File: src/rtl/sr_ctrl_pkg.sv
// Shared types and defaults for the push-button SR controller.
package sr_ctrl_pkg;

    localparam int unsigned DEBOUNCE_CYCLES_DEF = 16;

    typedef enum logic [1:0] {
        IDLE         = 2'd0,
        QUAL_PRESS   = 2'd1,
        PRESSED      = 2'd2,
        QUAL_RELEASE = 2'd3
    } dbnc_state_e;

endpackage

File: src/rtl/sr_debounce.sv
// One button channel: 2-flop synchronizer, debounce FSM and qualification counter.
// press_c_o is combinational and high on the edge that accepts a press.
module sr_debounce
    import sr_ctrl_pkg::*;
#(
    parameter int unsigned DEBOUNCE_CYCLES = DEBOUNCE_CYCLES_DEF
) (
    input  logic clk,
    input  logic rst_n,
    input  logic btn_i,
    output logic press_c_o
);

    localparam int unsigned       CNT_W    = $clog2(DEBOUNCE_CYCLES + 1);
    localparam logic [CNT_W-1:0]  CNT_ZERO = CNT_W'(0);
    localparam logic [CNT_W-1:0]  CNT_ONE  = CNT_W'(1);
    localparam logic [CNT_W-1:0]  CNT_LAST = CNT_W'(DEBOUNCE_CYCLES - 1);

    logic [1:0]       sync_q;
    logic             s_btn;
    dbnc_state_e      state_q, state_d;
    logic [CNT_W-1:0] cnt_q, cnt_d;

    always_ff @(posedge clk or negedge rst_n) begin
        if (!rst_n) begin
            sync_q <= 2'b00;
        end else begin
            sync_q <= {sync_q[0], btn_i};
        end
    end

    assign s_btn = sync_q[1];

    always_ff @(posedge clk or negedge rst_n) begin
        if (!rst_n) begin
            state_q <= IDLE;
            cnt_q   <= CNT_ZERO;
        end else begin
            state_q <= state_d;
            cnt_q   <= cnt_d;
        end
    end

    // Counter is reloaded on every state change, so it only ever counts up to CNT_LAST.
    always_comb begin
        state_d = state_q;
        cnt_d   = cnt_q;
        case (state_q)
            IDLE: begin
                if (s_btn) begin
                    state_d = QUAL_PRESS;
                    cnt_d   = CNT_ONE;
                end
            end
            QUAL_PRESS: begin
                if (!s_btn) begin
                    state_d = IDLE;
                    cnt_d   = CNT_ZERO;
                end else if (cnt_q == CNT_LAST) begin
                    state_d = PRESSED;
                    cnt_d   = CNT_ZERO;
                end else begin
                    cnt_d = cnt_q + CNT_ONE;
                end
            end
            PRESSED: begin
                if (!s_btn) begin
                    state_d = QUAL_RELEASE;
                    cnt_d   = CNT_ONE;
                end
            end
            QUAL_RELEASE: begin
                if (s_btn) begin
                    state_d = PRESSED;
                    cnt_d   = CNT_ZERO;
                end else if (cnt_q == CNT_LAST) begin
                    state_d = IDLE;
                    cnt_d   = CNT_ZERO;
                end else begin
                    cnt_d = cnt_q + CNT_ONE;
                end
            end
            default: begin
                state_d = IDLE;
                cnt_d   = CNT_ZERO;
            end
        endcase
    end

    always_comb begin
        press_c_o = 1'b0;
        if ((state_q == QUAL_PRESS) && s_btn && (cnt_q == CNT_LAST)) begin
            press_c_o = 1'b1;
        end
    end

endmodule

File: src/rtl/sr_btn_ctrl.sv
// Debounced set/reset push-button front end driving a downstream SR stage.
// Simultaneous presses are reported as a conflict instead of set or reset.
module sr_btn_ctrl
    import sr_ctrl_pkg::*;
#(
    parameter int unsigned DEBOUNCE_CYCLES = DEBOUNCE_CYCLES_DEF
) (
    input  logic clk,
    input  logic rst_n,
    input  logic btn_set_i,
    input  logic btn_reset_i,
    output logic set_o,
    output logic reset_o,
    output logic conflict_o
);

    logic press_set_c;
    logic press_reset_c;
    logic set_d, reset_d, conflict_d;
    logic set_q, reset_q, conflict_q;

    sr_debounce #(.DEBOUNCE_CYCLES(DEBOUNCE_CYCLES)) u_dbnc_set (
        .clk       (clk),
        .rst_n     (rst_n),
        .btn_i     (btn_set_i),
        .press_c_o (press_set_c)
    );

    sr_debounce #(.DEBOUNCE_CYCLES(DEBOUNCE_CYCLES)) u_dbnc_reset (
        .clk       (clk),
        .rst_n     (rst_n),
        .btn_i     (btn_reset_i),
        .press_c_o (press_reset_c)
    );

    // Arbitration: a same-edge collision suppresses both commands.
    always_comb begin
        set_d      = press_set_c & ~press_reset_c;
        reset_d    = press_reset_c & ~press_set_c;
        conflict_d = press_set_c & press_reset_c;
    end

    always_ff @(posedge clk or negedge rst_n) begin
        if (!rst_n) begin
            set_q      <= 1'b0;
            reset_q    <= 1'b0;
            conflict_q <= 1'b0;
        end else begin
            set_q      <= set_d;
            reset_q    <= reset_d;
            conflict_q <= conflict_d;
        end
    end

    assign set_o      = set_q;
    assign reset_o    = reset_q;
    assign conflict_o = conflict_q;

endmodule

File: config.mk
export PLATFORM = sky130hd
export DESIGN_NAME = sr_btn_ctrl
export DESIGN_NICKNAME = d
export VERILOG_FILES = /design/src/rtl/sr_ctrl_pkg.sv /design/src/rtl/sr_debounce.sv /design/src/rtl/sr_btn_ctrl.sv
export SDC_FILE = /design/constraint.sdc
export NUM_CORES = 1
export LEC_CHECK = 0
export CAP_MARGIN = 20
export CORE_UTILIZATION = 35
export DETAILED_ROUTE_END_ITERATION = 6
export PLACE_DENSITY = 0.57
export SLEW_MARGIN = 10
export SYNTH_ARGS = -nofsm -noshare
export SYNTH_HDL_FRONTEND = slang
export SYNTH_HIERARCHICAL = 1
export SYNTH_SLANG_ARGS = --single-unit
export TNS_END_PERCENT = 30
File: constraint.sdc
create_clock -name clk -period 3.4 [get_ports clk]
set_input_delay 0.68 -clock clk [delete_from_list [all_inputs] [get_ports clk]]
set_output_delay 0.68 -clock clk [all_outputs]
set_load 0.1 [all_outputs]
### After elaboration in Yosys (flattened, before gate mapping)

Index checks and enable logic that the tools add are counted.

| word-level totals | value |
|---|---|
| word-level logic and storage cells | 70 |
| output and inout port bits | 3 |
| input port bits | 4 |
| register bits after elaboration | 21 |

| cells by class | value |
|---|---|
| reductions and logical operators | 10 |
| bitwise logic cells | 5 |
| equality and inequality tests | 16 |
| muxes and demuxes | 28 |
| add/subtract/negate cells | 2 |

Operators by type and width:

| operator | number |
|---|---|
| $mux 5 | 10 |
| $pmux 5 s4 | 2 |
| $mux 2 | 12 |
| $pmux 2 s4 | 2 |
| $add 5x1->5 const B | 2 |
| $eq 5x4->1 const B | 2 |
| $eq 2x2->1 const B | 4 |
| $reduce_and 4->1 | 2 |
| $ne 3x1->1 const B | 2 |
| $ne 3x3->1 const B | 2 |
| $eq 2x1->1 const B | 2 |
| $logic_and 1x1->1 | 4 |
| $logic_not 2->1 | 2 |
| $ne 2x1->1 const B | 2 |
| $ne 2x2->1 const B | 2 |
| $reduce_and 2->1 | 2 |
| $and 1x1->1 | 3 |
| $mux 1 | 2 |
| $not 1->1 | 2 |

### Longest topological paths before layout

Gate-level depths: netlist (run 1).

| logic depth | value |
|---|---|
| depth in word-level cells | 6 |
| mapped depth | 5 |
| mapped depth without buffers | 5 |

### By module

The synthesis (run 1) kept the hierarchy.

By module, submodules not included:

| module | cells each | area each (sq um) | times used | seq. area each (sq um) |
|---|---|---|---|---|
| sr_debounce | 36 | 424.2 | 2 | 225.2 |
| sr_btn_ctrl | 6 | 97.6 | 1 | 75.1 |

### Least setup slack after synthesis (run 1)

Ideal clock, no wire load.

| path | value |
|---|---|
| path type | reg2out |
| start | register conflict_q, in the netlist conflict_o |
| end | output port conflict_o |
| data required time | 2,720 ps |
| buffers on the path | 0 |
| slack | 1,837 ps |
| data arrival time | 883 ps |
| cell stages (with the launch flop) | 1 |
| cells stage by stage | dfrtp_1 |

RTL lines:

| element | RTL line | text |
|---|---|---|
| start: declaration | sr_btn_ctrl.sv:20 | `logic set_q, reset_q, conflict_q;` |
| start signal: assignment | sr_btn_ctrl.sv:51 | `conflict_q <= conflict_d;` |
| end: declaration | sr_btn_ctrl.sv:14 | `output logic conflict_o` |

No word-level cell between the ends.

### Worst setup path after layout (run 1)

| path | value |
|---|---|
| start | register reset_q, in the netlist reset_o |
| end | output port reset_o |

RTL lines:

| element | RTL line | text |
|---|---|---|
| start: declaration | sr_btn_ctrl.sv:20 |  |
| start signal: assignment | sr_btn_ctrl.sv:50 | `reset_q <= reset_d;` |
| end: declaration | sr_btn_ctrl.sv:13 | `output logic reset_o,` |

No word-level cell between the ends.

==> out/results.tsv, run 1 <==
stage	metric	value	unit
power	share_clk_of_total_power	0.267	
setup_path	cp-end-kind	primary output	
synth	number_of_flip_flops_and_latches_in_the_synthesized_netlist	21	
clock_tree	cts_post_setup_buffers_inserted	0	
power	p_per_area	400	nW/µm²
global_routing	global_route_wire_length_before_repair	2390	µm
synth	synth-edff-count	0	
setup_path	critical_path.cell_chain	clkdlybuf4s50_1	
setup_path	startpoint_type	flop	
detailed_routing	routed_wire_length_per_instance	11.7	µm
synth	ys_warn_count	6	
cells_and_area	diodes	0	
cells_and_area	syn2layout_area_growth	12.0	%
clock_tree	cts_sinks	21	
global_routing	grt_start_max_net_pins	22	
power	fin_total_pwr	0.000424	W
floorplan	core_ar	2520	µm²
detailed_routing	drt_drc_violations_left	0	
sta	max_freq	0.409	GHz
synth	most_frequent_cells_after_synthesis	sky130_fd_sc_hd__dfrtp_1, sky130_fd_sc_hd__nand2_1, sky130_fd_sc_hd__nand3_1	
setup_path	crit_arrival	1770	ps
synth	postSynth.topFlopCell	sky130_fd_sc_hd__dfrtp_1	
synth	avgSynthCellArea	12.1	µm²
placed_design	dp.final_hpwl	991	µm
clock_tree	root_buffer	sky130_fd_sc_hd__clkbuf_4	
cells_and_area	fin_nets	93	
placed_design	portBuffers	6	
synth	syn-instance-count	78	
detailed_routing	antenna_nets_post_route	0	
setup_path	cp_slowest_cell	sky130_fd_sc_hd__clkdlybuf4s50_1	
detailed_routing	route.detailed.vias_per_inst	4.84	
clock_tree	tritoncts	built	
setup_path	critPathKind	reg -> out	
sta	finalSetupViolations	0	
floorplan	num_rows	18	
global_routing	vias_in_the_first_global_route	580	
setup_path	timing.critical_path.slowest_cell_delay	1130	ps
clock_tree	worst_setup_hold_path_clk_slew	110	ps
detailed_routing	first_iter_violations	5	
setup_path	maximum_fanout_encountered_on_the_critical_timing_path	1	
synth	synth.top_cell.area_share	0.556	
power	switching_share	0.237	
synth	post-synth-top-area-cell	sky130_fd_sc_hd__dfrtp_1	
sta	layout_worst_path_cycle_share	0.720	
power	switching_power	0.000100	W
synth	synth_seq_area_share	0.556	
synth	netlist-cell-type-count	22	
detailed_routing	firstDrtPassIters	4	
detailed_routing	wl	1360	µm
sta	finalWorstPathRequiredPeriod	2450	ps
synth	synth.area.top_cells	sky130_fd_sc_hd__dfrtp_1, sky130_fd_sc_hd__nand3_1, sky130_fd_sc_hd__xor2_1, sky130_fd_sc_hd__o32ai_2, sky130_fd_sc_hd__xor2_2	
global_routing	grt_use_total	0.118	
setup_path	path_delay_family	buffers and inverters	
power	total_internal_power	0.000324	W
placed_design	gp_congestion	0.714	
run	maxCapViolCount	0	
cells_and_area	share_of_final_layout_standard_cells_stronger_than_drive_strength_1	0.174	
power	power.share.combinational	0.083	
synth	yosysMostFrequentCell	sky130_fd_sc_hd__dfrtp_1	
synth	syn_area	946	µm²
floorplan	floorplan.die_area	2910	µm²
clock_tree	ctsResizeCount	0	
clock_tree	post_cts_hold_buffer_count	0	
sta	grt_setup_unrepaired	false	
sta	final.setup_skew	3.16	ps
synth	mappedNetlistNets	84	
sta	tns	0	ps
clock_tree	cts_made_buffers	3	
min_path	worstHoldPathType	reg -> reg	
power	power.leakage	0.461	nW
sta	slew_headroom	0.353	
clock_tree	htree_num_levels	1	
sta	report.final.slew_viol_count	0	
floorplan	chipHeight	54.0	µm
floorplan	io_pins	7	
clock_tree	clk_path_buf_depth	2	
global_routing	antenna_violations_before_repair	0	
outcome	status	finished, final reports clean	
sta	number_of_hold_violations_in_the_final_report	0	
setup_path	worstPathBufferInverterCount	1	
setup_path	timing.critical_path.required	2720	ps
global_routing	grt-ovfl-total	0	
power	ir_worst_vdd	0.000232	V
cells_and_area	fill_cells	247	
floorplan	initial_core_util	0.375	
power	seq_power_share	0.650	
floorplan	die_w	54.0	µm
synth	ys_async_sr_fraction	1.00	
detailed_routing	dr_total_vias	561	
clock_tree	latest_clock_arrival_within_the_worst_skew_pair	290	ps
sta	tightestPinTransition	967	ps
## worst reg2reg max path: stages, from the launching register on
cell,delay [ps]
sky130_fd_sc_hd__dfrtp_1,400
sky130_fd_sc_hd__ha_1,230
sky130_fd_sc_hd__and4b_4,280
sky130_fd_sc_hd__nand2_2,80
sky130_fd_sc_hd__nor3b_1,270
sky130_fd_sc_hd__and2b_2,250
## flip-flops by register name (all words and copies together) (netlist names), named ones only
signal,flops
u_dbnc_set/state_q,1
conflict_o,1
u_dbnc_reset/sync_q,2
u_dbnc_reset/cnt_q,5
reset_o,1
u_dbnc_set/sync_q,2
set_o,1
u_dbnc_set/cnt_q,5
u_dbnc_reset/state_q,1
## path summary, 6_finish.rpt
path / startpoint / endpoint / slack, ps / depth (start not counted)
worst max-delay path: reset_o$_DFF_PN0_ / reset_o / 950 / 1
max in group asynchronous: rst_n / u_dbnc_reset/sync_q[0]$_DFF_PN0_ / 1990 / 1
worst max register to register: u_dbnc_set/cnt_q[0]$_DFFE_PN0P_ / reset_o$_DFF_PN0_ / 1790 / 5
min in group asynchronous: rst_n / set_o$_DFF_PN0_ / 870 / 1
worst min register to register: u_dbnc_reset/sync_q[0]$_DFF_PN0_ / u_dbnc_reset/sync_q[1]$_DFF_PN0_ / 370 / 0
worst min-delay path: u_dbnc_reset/sync_q[0]$_DFF_PN0_ / u_dbnc_reset/sync_q[1]$_DFF_PN0_ / 370 / 0
## cell type report
cell class,instances,area (µm²),area share
timing repair buffer,6,60.1,0.0567
tap,30,37.5,0.0354
multi-input combinational,55,410,0.387
clock buffer,4,26.3,0.0248
sequential,21,526,0.496
## power by group through the flow
stage          combinational (W)  sequential, W  clock, W
6_report               0.0000354       0.000276  0.000113
5_1_grt                0.0000404       0.000278  0.000129
4_1_cts                0.0000367       0.000276  0.000121
3_5_place_dp           0.0000368       0.000281         0
3_3_place_gp           0.0000349       0.000280         0
2_1_floorplan          0.0000268       0.000275         0
## per-layer routing
metal / GRT usage / wire length (µm) / vias up
li1: - / - / 286
met1: 0.148 / 678 / 269
met2: 0.191 / 638 / 4
met3: 0.0169 / 25 / 2
met4: 0.0684 / 15 / 0
met5: 0 / 0 / -
## kinds of logic after synthesis
logic type	Yosys count	synth area share
compound gates	14	0.108
flops	21	0.556
buf+inv	2	0.0106
simple gates	29	0.177
mux	2	0.0317
xor+xnor	8	0.0899
fa+ha+maj	2	0.0265
## through the flow
step                      instance area [µm²]  setup WS [ps]  cells  hold slack (ps)  utilization
after floorplan                           946           1840     78              331            -
after global placement                   1030           1290    112              340        0.410
after detailed placement                 1030           1270    112              336        0.410
after CTS                                1060            929    116              370        0.420
after global routing                     1060            907    116              387        0.420
final                                    1060            953    116              366        0.420
## cells in the final DEF, fill, tap and decap left out
| cell type | instances |
|---|---|
| sky130_fd_sc_hd__mux2_4 | 2 |
| sky130_fd_sc_hd__o21ai_1 | 4 |
| sky130_fd_sc_hd__a21oi_1 | 2 |
| sky130_fd_sc_hd__nand2_1 | 8 |
| sky130_fd_sc_hd__o21ai_0 | 2 |
| sky130_fd_sc_hd__nand2_2 | 2 |
| sky130_fd_sc_hd__clkbuf_4 | 3 |
| sky130_fd_sc_hd__nand3_1 | 8 |
| sky130_fd_sc_hd__and2_2 | 1 |
| sky130_fd_sc_hd__ha_1 | 2 |
| sky130_fd_sc_hd__nor3b_1 | 2 |
| sky130_fd_sc_hd__nor2b_1 | 1 |
| sky130_fd_sc_hd__xor2_2 | 2 |
| sky130_fd_sc_hd__clkbuf_1 | 1 |
| sky130_fd_sc_hd__and3_1 | 2 |
| sky130_fd_sc_hd__xor2_1 | 4 |
| sky130_fd_sc_hd__and4b_4 | 2 |
| sky130_fd_sc_hd__xnor2_1 | 2 |
| sky130_fd_sc_hd__and2b_2 | 1 |
| sky130_fd_sc_hd__clkdlybuf4s50_1 | 6 |
| sky130_fd_sc_hd__nor2_1 | 2 |
| sky130_fd_sc_hd__o32ai_2 | 2 |
| sky130_fd_sc_hd__o21a_1 | 4 |
| sky130_fd_sc_hd__dfrtp_1 | 21 |
Power figures use the tool's default switching activity.
==> run 2: changes to the inputs <==
==> constraint.sdc (replaced) <==
create_clock -name clk -period 2.4 [get_ports clk]
set_input_delay 0.48 -clock clk [delete_from_list [all_inputs] [get_ports clk]]
set_output_delay 0.48 -clock clk [all_outputs]
set_load 0.1 [all_outputs]
==> out/results.tsv, run 2 (same netlist as run 1, synthesis figures left out) <==
stage	metric	value	unit
outcome	status	finished, final reports clean	
sta	report.final.slew_viol_count	0	
sta	slew_headroom	0.760	
clock_tree	worst_setup_hold_path_clk_slew	120	ps
min_path	worstHoldPathType	reg -> reg	
detailed_routing	firstDrtPassIters	4	
clock_tree	cts_sinks	21	
setup_path	cp-end-kind	flop	
floorplan	core_ar	2520	µm²
floorplan	die_w	54.0	µm
global_routing	vias_in_the_first_global_route	549	
detailed_routing	dr_total_vias	585	
setup_path	critPathKind	reg -> reg	
setup_path	timing.critical_path.required	2610	ps
global_routing	grt_use_total	0.122	
setup_path	crit_arrival	1790	ps
cells_and_area	biggestRegsByFlops	u_dbnc_reset/cnt_q (5), u_dbnc_set/cnt_q (5)	
sta	tightestPinTransition	357	ps
clock_tree	clk_path_buf_depth	2	
clock_tree	post_cts_hold_buffer_count	0	
clock_tree	htree_num_levels	1	
sta	number_of_hold_violations_in_the_final_report	0	
min_path	min-delay-start	u_dbnc_reset/sync_q[0]$_DFF_PN0_	
placed_design	portBuffers	6	
cells_and_area	syn2layout_area_growth	12.2	%
cells_and_area	fin_nets	94	
setup_path	worstReg2RegStart	u_dbnc_set/cnt_q[0]$_DFFE_PN0P_	
floorplan	chipHeight	54.0	µm
setup_path	critical_path_launch_point	u_dbnc_set/cnt_q[0]$_DFFE_PN0P_	
setup_path	maximum_fanout_encountered_on_the_critical_timing_path	4	
floorplan	num_rows	18	
detailed_routing	wl	1410	µm
clock_tree	latest_clock_arrival_within_the_worst_skew_pair	310	ps
sta	final.setup_skew	1.55	ps
floorplan	floorplan.die_area	2910	µm²
clock_tree	ctsResizeCount	0	
detailed_routing	routed_wire_length_per_instance	12.1	µm
power	fin_total_pwr	0.000613	W
sta	layout_worst_path_cycle_share	0.660	
sta	finalWorstPathRequiredPeriod	1580	ps
detailed_routing	route.detailed.vias_per_inst	5.00	
sta	tns	0	ps
placed_design	gp_congestion	0.705	
setup_path	startpoint_type	flop	
global_routing	grt-ovfl-total	0	
placed_design	pre_cts_ws	830	ps
sta	max_freq	0.632	GHz
power	switching_power	0.000156	W
cells_and_area	most_common_cell_after_layout_fill_and_taps_aside	sky130_fd_sc_hd__dfrtp_1	
global_routing	grt_start_max_net_pins	22	
detailed_routing	drt_drc_violations_left	0	
power	share_clk_of_total_power	0.280	
detailed_routing	first_iter_violations	17	
cells_and_area	diodes	0	
sta	grt_setup_unrepaired	false	
detailed_routing	antenna_nets_post_route	0	
clock_tree	tritoncts	built	
clock_tree	root_buffer	sky130_fd_sc_hd__clkbuf_4	
floorplan	io_pins	7	
run	maxCapViolCount	0	
sta	final.setup.worst_slack	817	ps
power	seq_power_share	0.637	
cells_and_area	share_of_final_layout_standard_cells_stronger_than_drive_strength_1	0.230	
clock_tree	cts_made_buffers	3	
power	ir_worst_vdd	0.000351	V
min_path	hold_path_depth	0	
power	p_per_area	578	nW/µm²
sta	finalSetupViolations	0	
cells_and_area	final_cell_mix	sky130_fd_sc_hd__dfrtp_1, sky130_fd_sc_hd__nand3_1, sky130_fd_sc_hd__nand2_1	
power	power.leakage	0.474	nW
floorplan	initial_core_util	0.375	
placed_design	dp.final_hpwl	1000	µm
power	switching_share	0.254	
setup_path	worstRegToRegCells	5	
power	total_internal_power	0.000457	W
global_routing	global_route_wire_length_before_repair	2430	µm
global_routing	antenna_violations_before_repair	0	
power	power.share.combinational	0.083	
clock_tree	cts_post_setup_buffers_inserted	0	
[run 2: cell count changes in the layout (fill, tap and decap cells not counted)]
cell	before	now
sky130_fd_sc_hd__buf_4	0	4
sky130_fd_sc_hd__clkdlybuf4s50_1	6	3
sky130_fd_sc_hd__clkbuf_1	1	0
sky130_fd_sc_hd__clkinv_2	0	1
[run 2: power groups by stage]
stage,combinational (W),clock (W),sequential [W]
6_report,0.0000509,0.000172,0.000390
5_1_grt,0.0000582,0.000192,0.000394
4_1_cts,0.0000524,0.000181,0.000390
3_5_place_dp,0.0000523,0,0.000397
3_3_place_gp,0.0000510,0,0.000397
2_1_floorplan,0.0000379,0,0.000390
[run 2: area by class of cell]
class | count | area (µm²)
Timing Repair Buffer | 7 | 60.1
Fill cell | 244 | 1460
Clock inverter | 1 | 5.00
Multi-Input combinational cell | 55 | 410
Sequential cell | 21 | 526
Tap cell | 30 | 37.5
Clock buffer | 3 | 22.5
[run 2: worst max-delay path, stage by stage, from the launching register on]
cell,delay [ps]
sky130_fd_sc_hd__dfrtp_1,400
sky130_fd_sc_hd__ha_1,210
sky130_fd_sc_hd__and4b_4,270
sky130_fd_sc_hd__nand2_2,70
sky130_fd_sc_hd__nor3b_1,280
sky130_fd_sc_hd__and2b_2,260
[run 2: metrics by stage]
step | utilization | cells | instance area, µm² | hold WS, ps
2_1_floorplan | - | 78 | 946 | 184
3_3_place_gp | 0.410 | 113 | 1030 | 340
3_5_place_dp | 0.410 | 113 | 1030 | 341
4_1_cts | 0.421 | 117 | 1060 | 370
5_1_grt | 0.421 | 117 | 1060 | 373
6_report | 0.421 | 117 | 1060 | 366
[run 2: metal layers]
layer / GRT usage / routed length [µm] / up-vias
met3: 0.0169 / 43 / 5
met2: 0.185 / 667 / 10
met5: 0 / 0 / -
li1: - / - / 286
met4: 0.0897 / 40 / 0
met1: 0.156 / 662 / 284
[run 2: worst paths after layout]
path / end / slack, ps
setup reg to reg: reset_o$_DFF_PN0_ / 820
min in group asynchronous: u_dbnc_set/sync_q[0]$_DFF_PN0_ / 490
hold reg to reg: u_dbnc_reset/sync_q[1]$_DFF_PN0_ / 370
setup / recovery: reset_o$_DFF_PN0_ / 820
hold / removal: u_dbnc_reset/sync_q[1]$_DFF_PN0_ / 370
max in group asynchronous: asynchronous set/reset pin / 1700
